<file path="src/rtl/game_pkg.sv">
// rtl/game_pkg.sv - shared codes and types for the two-player 3x3 game turn controller
package game_pkg;

   localparam logic [1:0] CELL_EMPTY = 2'b00;
   localparam logic [1:0] CELL_P1    = 2'b01;
   localparam logic [1:0] CELL_P2    = 2'b10;

   localparam logic [1:0] PLAYER_NONE = 2'b00;
   localparam logic [1:0] PLAYER_1    = 2'b01;
   localparam logic [1:0] PLAYER_2    = 2'b10;

   localparam logic [1:0] WIN_NONE = 2'b00;
   localparam logic [1:0] WIN_P1   = 2'b01;
   localparam logic [1:0] WIN_P2   = 2'b10;
   localparam logic [1:0] WIN_DRAW = 2'b11;

   typedef enum logic [2:0] {
      ST_IDLE,
      ST_TURN_P1,
      ST_TURN_P2,
      ST_CHECK,
      ST_DONE
   } state_t;

   typedef logic [3:1][3:1][1:0] board_t;

endpackage

</file>
<file path="src/rtl/game_turn_controller_timer.sv">
// rtl/game_turn_controller_timer.sv - per-turn tick counter and saturating seconds countdown
module turn_timer #(
   parameter int TICKS_PER_SEC = 50000000,
   parameter int TURN_SECONDS  = 10
) (
   input  logic       clk,
   input  logic       rst,
   input  logic       load,
   input  logic       run,
   output logic [3:0] seconds_left,
   output logic       expired
);

   localparam int TW = (TICKS_PER_SEC > 1) ? $clog2(TICKS_PER_SEC) : 1;
   localparam logic [TW-1:0] TICK_MAX  = TW'(TICKS_PER_SEC - 1);
   localparam logic [3:0]    SECS_INIT = 4'(TURN_SECONDS);

   logic [TW-1:0] tick;

   always_ff @(posedge clk or posedge rst) begin
      if (rst) begin
         tick         <= '0;
         seconds_left <= '0;
      end else if (load) begin
         tick         <= '0;
         seconds_left <= SECS_INIT;
      end else if (run) begin
         if (tick == TICK_MAX) begin
            tick <= '0;
            if (seconds_left != 4'd0)
               seconds_left <= seconds_left - 4'd1;
         end else begin
            tick <= tick + 1'b1;
         end
      end
   end

   assign expired = (seconds_left == 4'd0);

endmodule

</file>
<file path="src/rtl/game_turn_controller.sv">
// rtl/game_turn_controller.sv - turn sequencing, board ownership, timeout and win/draw detection
module game_turn_controller #(
   parameter int TICKS_PER_SEC = 50000000,
   parameter int TURN_SECONDS  = 10
) (
   input  logic                   clk,
   input  logic                   rst,
   input  logic                   start,
   input  logic                   end_attack_p1,
   input  logic                   end_attack_p2,
   input  logic [1:0]             row,
   input  logic [1:0]             col,
   output logic [1:0]             current_player,
   output logic                   en_attack_p1,
   output logic                   en_attack_p2,
   output logic                   timeout,
   output logic [3:1][3:1][1:0]   board,
   output logic [3:0]             seconds_left,
   output logic [1:0]             winner,
   output logic                   game_over
);

   import game_pkg::*;

   state_t     state, state_next;
   board_t     board_q;
   logic [1:0] mover_q;
   logic       timeout_q;
   logic [1:0] winner_q;

   logic [1:0] active_code, winner_next, line_w;
   logic       target_empty, accept, full;
   logic       timer_load, timer_run, expired, new_game, set_winner, in_turn;

   function automatic logic [1:0] line_winner(input board_t b);
      logic [1:0] w;
      w = WIN_NONE;
      for (int i = 1; i <= 3; i++) begin
         if (b[i][1] != CELL_EMPTY && b[i][1] == b[i][2] && b[i][2] == b[i][3]) w = b[i][1];
         if (b[1][i] != CELL_EMPTY && b[1][i] == b[2][i] && b[2][i] == b[3][i]) w = b[1][i];
      end
      if (b[2][2] != CELL_EMPTY && b[1][1] == b[2][2] && b[2][2] == b[3][3]) w = b[2][2];
      if (b[2][2] != CELL_EMPTY && b[1][3] == b[2][2] && b[2][2] == b[3][1]) w = b[2][2];
      return w;
   endfunction

   function automatic logic board_full(input board_t b);
      logic f;
      f = 1'b1;
      for (int r = 1; r <= 3; r++)
         for (int c = 1; c <= 3; c++)
            if (b[r][c] == CELL_EMPTY) f = 1'b0;
      return f;
   endfunction

   // row/col of 0 never matches a cell, which is how out-of-range coordinates are rejected
   always_comb begin
      target_empty = 1'b0;
      for (int r = 1; r <= 3; r++)
         for (int c = 1; c <= 3; c++)
            if (row == 2'(r) && col == 2'(c) && board_q[r][c] == CELL_EMPTY)
               target_empty = 1'b1;
   end

   always_comb begin
      state_next     = state;
      current_player = PLAYER_NONE;
      en_attack_p1   = 1'b0;
      en_attack_p2   = 1'b0;
      active_code    = CELL_EMPTY;
      accept         = 1'b0;
      new_game       = 1'b0;
      timer_load     = 1'b0;
      timer_run      = 1'b0;
      set_winner     = 1'b0;
      winner_next    = WIN_NONE;
      line_w         = line_winner(board_q);
      full           = board_full(board_q);
      case (state)
         ST_IDLE, ST_DONE: begin
            if (start) begin
               new_game   = 1'b1;
               timer_load = 1'b1;
               state_next = ST_TURN_P1;
            end
         end
         ST_TURN_P1: begin
            current_player = PLAYER_1;
            en_attack_p1   = 1'b1;
            active_code    = CELL_P1;
            accept         = end_attack_p1 && target_empty;
            timer_run      = !timeout_q && !accept;
            if (accept) state_next = ST_CHECK;
         end
         ST_TURN_P2: begin
            current_player = PLAYER_2;
            en_attack_p2   = 1'b1;
            active_code    = CELL_P2;
            accept         = end_attack_p2 && target_empty;
            timer_run      = !timeout_q && !accept;
            if (accept) state_next = ST_CHECK;
         end
         ST_CHECK: begin
            if (line_w != WIN_NONE) begin
               set_winner  = 1'b1;
               winner_next = line_w;
               state_next  = ST_DONE;
            end else if (full) begin
               set_winner  = 1'b1;
               winner_next = WIN_DRAW;
               state_next  = ST_DONE;
            end else begin
               timer_load = 1'b1;
               state_next = (mover_q == PLAYER_1) ? ST_TURN_P2 : ST_TURN_P1;
            end
         end
         default: state_next = ST_IDLE;
      endcase
   end

   assign in_turn = (state == ST_TURN_P1) || (state == ST_TURN_P2);

   always_ff @(posedge clk or posedge rst) begin
      if (rst) begin
         state     <= ST_IDLE;
         mover_q   <= PLAYER_NONE;
         timeout_q <= 1'b0;
         winner_q  <= WIN_NONE;
      end else begin
         state <= state_next;
         if (accept) mover_q <= active_code;
         // a placement on the expiry cycle wins, so timeout never rises for that turn
         if (accept || new_game)
            timeout_q <= 1'b0;
         else if (in_turn && expired)
            timeout_q <= 1'b1;
         if (new_game)
            winner_q <= WIN_NONE;
         else if (set_winner)
            winner_q <= winner_next;
      end
   end

   always_ff @(posedge clk or posedge rst) begin
      if (rst) begin
         board_q <= '0;
      end else if (new_game) begin
         board_q <= '0;
      end else if (accept) begin
         for (int r = 1; r <= 3; r++)
            for (int c = 1; c <= 3; c++)
               if (row == 2'(r) && col == 2'(c))
                  board_q[r][c] <= active_code;
      end
   end

   turn_timer #(
      .TICKS_PER_SEC(TICKS_PER_SEC),
      .TURN_SECONDS (TURN_SECONDS)
   ) u_timer (
      .clk         (clk),
      .rst         (rst),
      .load        (timer_load),
      .run         (timer_run),
      .seconds_left(seconds_left),
      .expired     (expired)
   );

   assign board     = board_q;
   assign timeout   = timeout_q;
   assign winner    = winner_q;
   assign game_over = (state == ST_DONE);

endmodule
</file>
<file path="config.mk">
export PLATFORM = sky130hd
export DESIGN_NAME = game_turn_controller
export DESIGN_NICKNAME = d
export VERILOG_FILES = /design/src/rtl/game_pkg.sv /design/src/rtl/game_turn_controller_timer.sv /design/src/rtl/game_turn_controller.sv
export SDC_FILE = /design/constraint.sdc
export NUM_CORES = 1
export LEC_CHECK = 0
export CELL_PAD_IN_SITES_DETAIL_PLACEMENT = 1
export CELL_PAD_IN_SITES_GLOBAL_PLACEMENT = 1
export CORE_MARGIN = 5
export CORE_UTILIZATION = 35
export DETAILED_ROUTE_END_ITERATION = 12
export PLACE_DENSITY = 0.74
export SETUP_SLACK_MARGIN = 0.15
export SLEW_MARGIN = 10
export SYNTH_ARGS = -nofsm -noshare
export SYNTH_HDL_FRONTEND = slang
export SYNTH_SLANG_ARGS = --single-unit
</file>
<file path="constraint.sdc">
create_clock -name clk -period 4.04 [get_ports clk]
set_input_delay 0.808 -clock clk [delete_from_list [all_inputs] [get_ports clk]]
set_output_delay 0.808 -clock clk [all_outputs]
set_load 0.01 [all_outputs]
</file>
==> impl_results.md <==
* Status: finished, final reports clean
* Core Area at 0.00977 sq mm
* Post-DP HPWL at 7170 microns
* Clk slew on worst S/H paths at 0.11 ns
* FF-to-FF setup slack at 0.42 ns
* Hold Fails Final Rpt at 0
* Post-CTS sizing at 0
* RR Endpoint: u_timer.tick[18]
* Cell Count, Final, Fillers Out at 562
* Final core utilization at 0.417
* Die W at 110 microns
* # nets final at 441
* Cts bufs inserted at 5
* TritonRoute pass-1 iters at 4
* Hold Path Class: flip-flop to flip-flop
* Routability cong. at 0.825
* I/O pin cnt at 39
* Area Growth Syn to Fin at 16.3%
* DRT antenna net count at 0
* Hold Startpoint: mover_q[0]
* Syn_area_per_cell at 8.79 sq um
* Cell row count at 36
* # fillers at 1178
* Setup WS pre-CTS at 0.142 ns
* Top post-synthesis cells by count: dfrtp_1 (56), nor2_1 (38), nand2_1 (31), o21ai_0 (28), a21oi_1 (24)
* GRT busiest layer: met2
* Critical Path Start Type: flip-flop
* Post-route cell area at 0.00408 sq mm
* R2r startpoint: board[16]
* WS Path Type: flip-flop to flip-flop
* DR vias at 3137
* Placed cell area at 0.00399 sq mm
* Antenna violations before repair at 0
* Clk sinks at 56
* Post-CTS setup buffers at 0
* Slew Limit Headroom at 0.372
* Vias in the first global route at 3238
* Worst skew pair latency at 0.32 ns
* Fraction of final layout cells sized beyond drive strength 1 at 0.114
* Drt total wl at 9870 microns
* Synth top area cells: dfrtp_1 (40%), mux2_2 (6.1%), or3_1 (4.1%), nor2_1 (4.1%), o21ai_0 (4.0%)
* Register area at 0.00140 sq mm
* Cells on Worst Hold Path at 2
* Power density over the cells at 621 mW/mm^2
* Total power at 2.53 mW
* Number of H-tree levels at 2
* DIE HEIGHT at 110 microns
* First-pass GRT wire length at 16400 microns
* Met2 GRT Util at 0.298
* Full die area at 0.0121 sq mm
* Routed len/inst at 17.6 microns
* MaxCap Viol Count at 0
* Drt first-iter violations at 90
* Fmax at 0.276 GHz
* Leak at 1.68 nW
* Largest area contributor in the netlist: dfrtp_1
* Clk_skew at 0.0185 ns
* Final Critical Period at 3.62 ns
* Post-synth EDFFs at 0
* Post-Syn Nets at 411
* Avg Vias per Cell at 5.58
* Area share of the largest cell type after synthesis at 0.399
* Buffers on Ports at 38
* All-Layer GR Usage at 0.171
* Met3 usage at 0.0227
* Yosys cell types at 60
* Post-route setup slack at 0.420 ns
* Worst slew pin tran at 0.940 ns
* M1 GR Usage at 0.228
* Crit Path Max Fanout at 13
* Largest net degree at the start of global routing at 35
* Post-CTS Hold Buffers at 0
* Post-Syn Area at 0.00351 sq mm
* Worst endpoint data arrival time at 3.87 ns
* Most frequent cell after synthesis: dfrtp_1
* CTS tree: built
* Clock tree root driver cell: clkbuf_8
* Crit. End Element: flip-flop
* Residual DRC at 0
* ANT cells at 0
* Initial core utilization at 0.359
* Synthesized flop and latch total at 56
* Fin. max-slew vios at 0
* Unrepaired setup endpoints after global routing: false
* Hold path endpoint: mover_q[0]
* Reg2reg path depth at 8
* Worst IR Drop VDD at 0.394 mV
* Period utilization at 0.896
* Register area share after synthesis at 0.399
* Clock tree buffer depth at 2
* Data required, critical path at 4.29 ns
* Area of the multi-input gates at 0.00196 sq mm
* Min Hold Slack at 0.510 ns
* Remaining Overflow, GRT at 0
* Setup TNS at 0 ns
* Cell count after placement at 555
* Finish-stage setup viols at 0
* Syn Inst Count at 399
* Synth Flop Type: dfrtp_1
* Asr flop ratio synth at 1.00
* Synthesis warning total at 0
==> worst max-delay path by stage <==
stage | start | to | slack, ns | depth (start not counted)
detailed placement | col[0] | u_timer.tick[18] | 0.14 | 9
finish | board[16] | u_timer.tick[18] | 0.42 | 8
CTS | board[16] | u_timer.tick[18] | 0.42 | 8
floorplan | row[1] | u_timer.tick[25] | 1.05 | 10
global placement | col[0] | u_timer.tick[18] | 0.24 | 9
global route | board[16] | u_timer.tick[18] | 0.24 | 8
==> cells by family after synthesis <==
| group | Yosys count | synth area share |
|---|---|---|
| xor+xnor | 14 | 0.0350 |
| buf+inv | 31 | 0.0424 |
| mux | 19 | 0.0610 |
| flops | 56 | 0.399 |
| compound gates | 91 | 0.164 |
| fa+ha+maj | 3 | 0.0107 |
| simple gates | 185 | 0.287 |
==> per-layer routing <==
metal	part of all wire	vias to the layer above
li1	-	1519
met1	0.47	1556
met2	0.49	55
met3	0.033	7
met4	0.0074	0
met5	0	-
==> critical path: stages, from the launching register on <==
cell	delay (ns)
dfrtp_1	0.53
or3_1	0.44
or2_2	0.28
a311oi_1	0.27
a31oi_1	0.12
a211oi_2	0.82
nor2_1	0.34
or4_1	0.60
a21oi_1	0.16
==> cells in the final DEF (no fill, tap or decap), types with 2 or more instances in the layout <==
cell and n:
a21oi_1 24, a22oi_1 6, a31oi_1 5, and2_1 3, and3_1 15, and4_1 2
and4bb_2 2, buf_4 6, clkbuf_8 6, clkdlybuf4s50_1 38, dfrtp_1 56, ha_1 3
inv_1 9, mux2_2 19, nand2_1 31, nand2b_1 5, nand3_1 20, nand4_1 3
nor2_1 38, nor2b_1 5, nor3_1 10, nor3b_1 3, nor4_1 5, nor4b_1 2
nor4bb_1 3, o2111ai_1 2, o211ai_1 2, o21ai_0 28, o21ai_1 2, o22ai_1 7
or2_2 5, or3_1 23, or4_1 2, xnor2_1 3, xor2_1 11
==> state kept, by name, summed over array words and instances, names as in the netlist <==
signal                cells
winner                    2
board                    18
u_timer.seconds_left      4
mover_q                   2
u_timer.tick             26
timeout                   1
state                     3
==> report_power, final <==
part           switching (mW)  internal (mW)  leakage (nW)  total, mW
Clock                   0.190          0.138        0.0473      0.328
Sequential              0.275          0.681         0.740      0.956
Combinational           0.685          0.564         0.891       1.25
==> layout make-up <==
class                           instances  area share
Tap cell                              133      0.0408
Sequential cell                        56       0.343
Timing Repair Buffer                   44       0.104
Inverter                               10     0.00920
Clock buffer                            6      0.0202
Multi-Input combinational cell        312       0.480
Clock inverter                          1     0.00215
No activity file was read; power rests on OpenSTA's default activity.
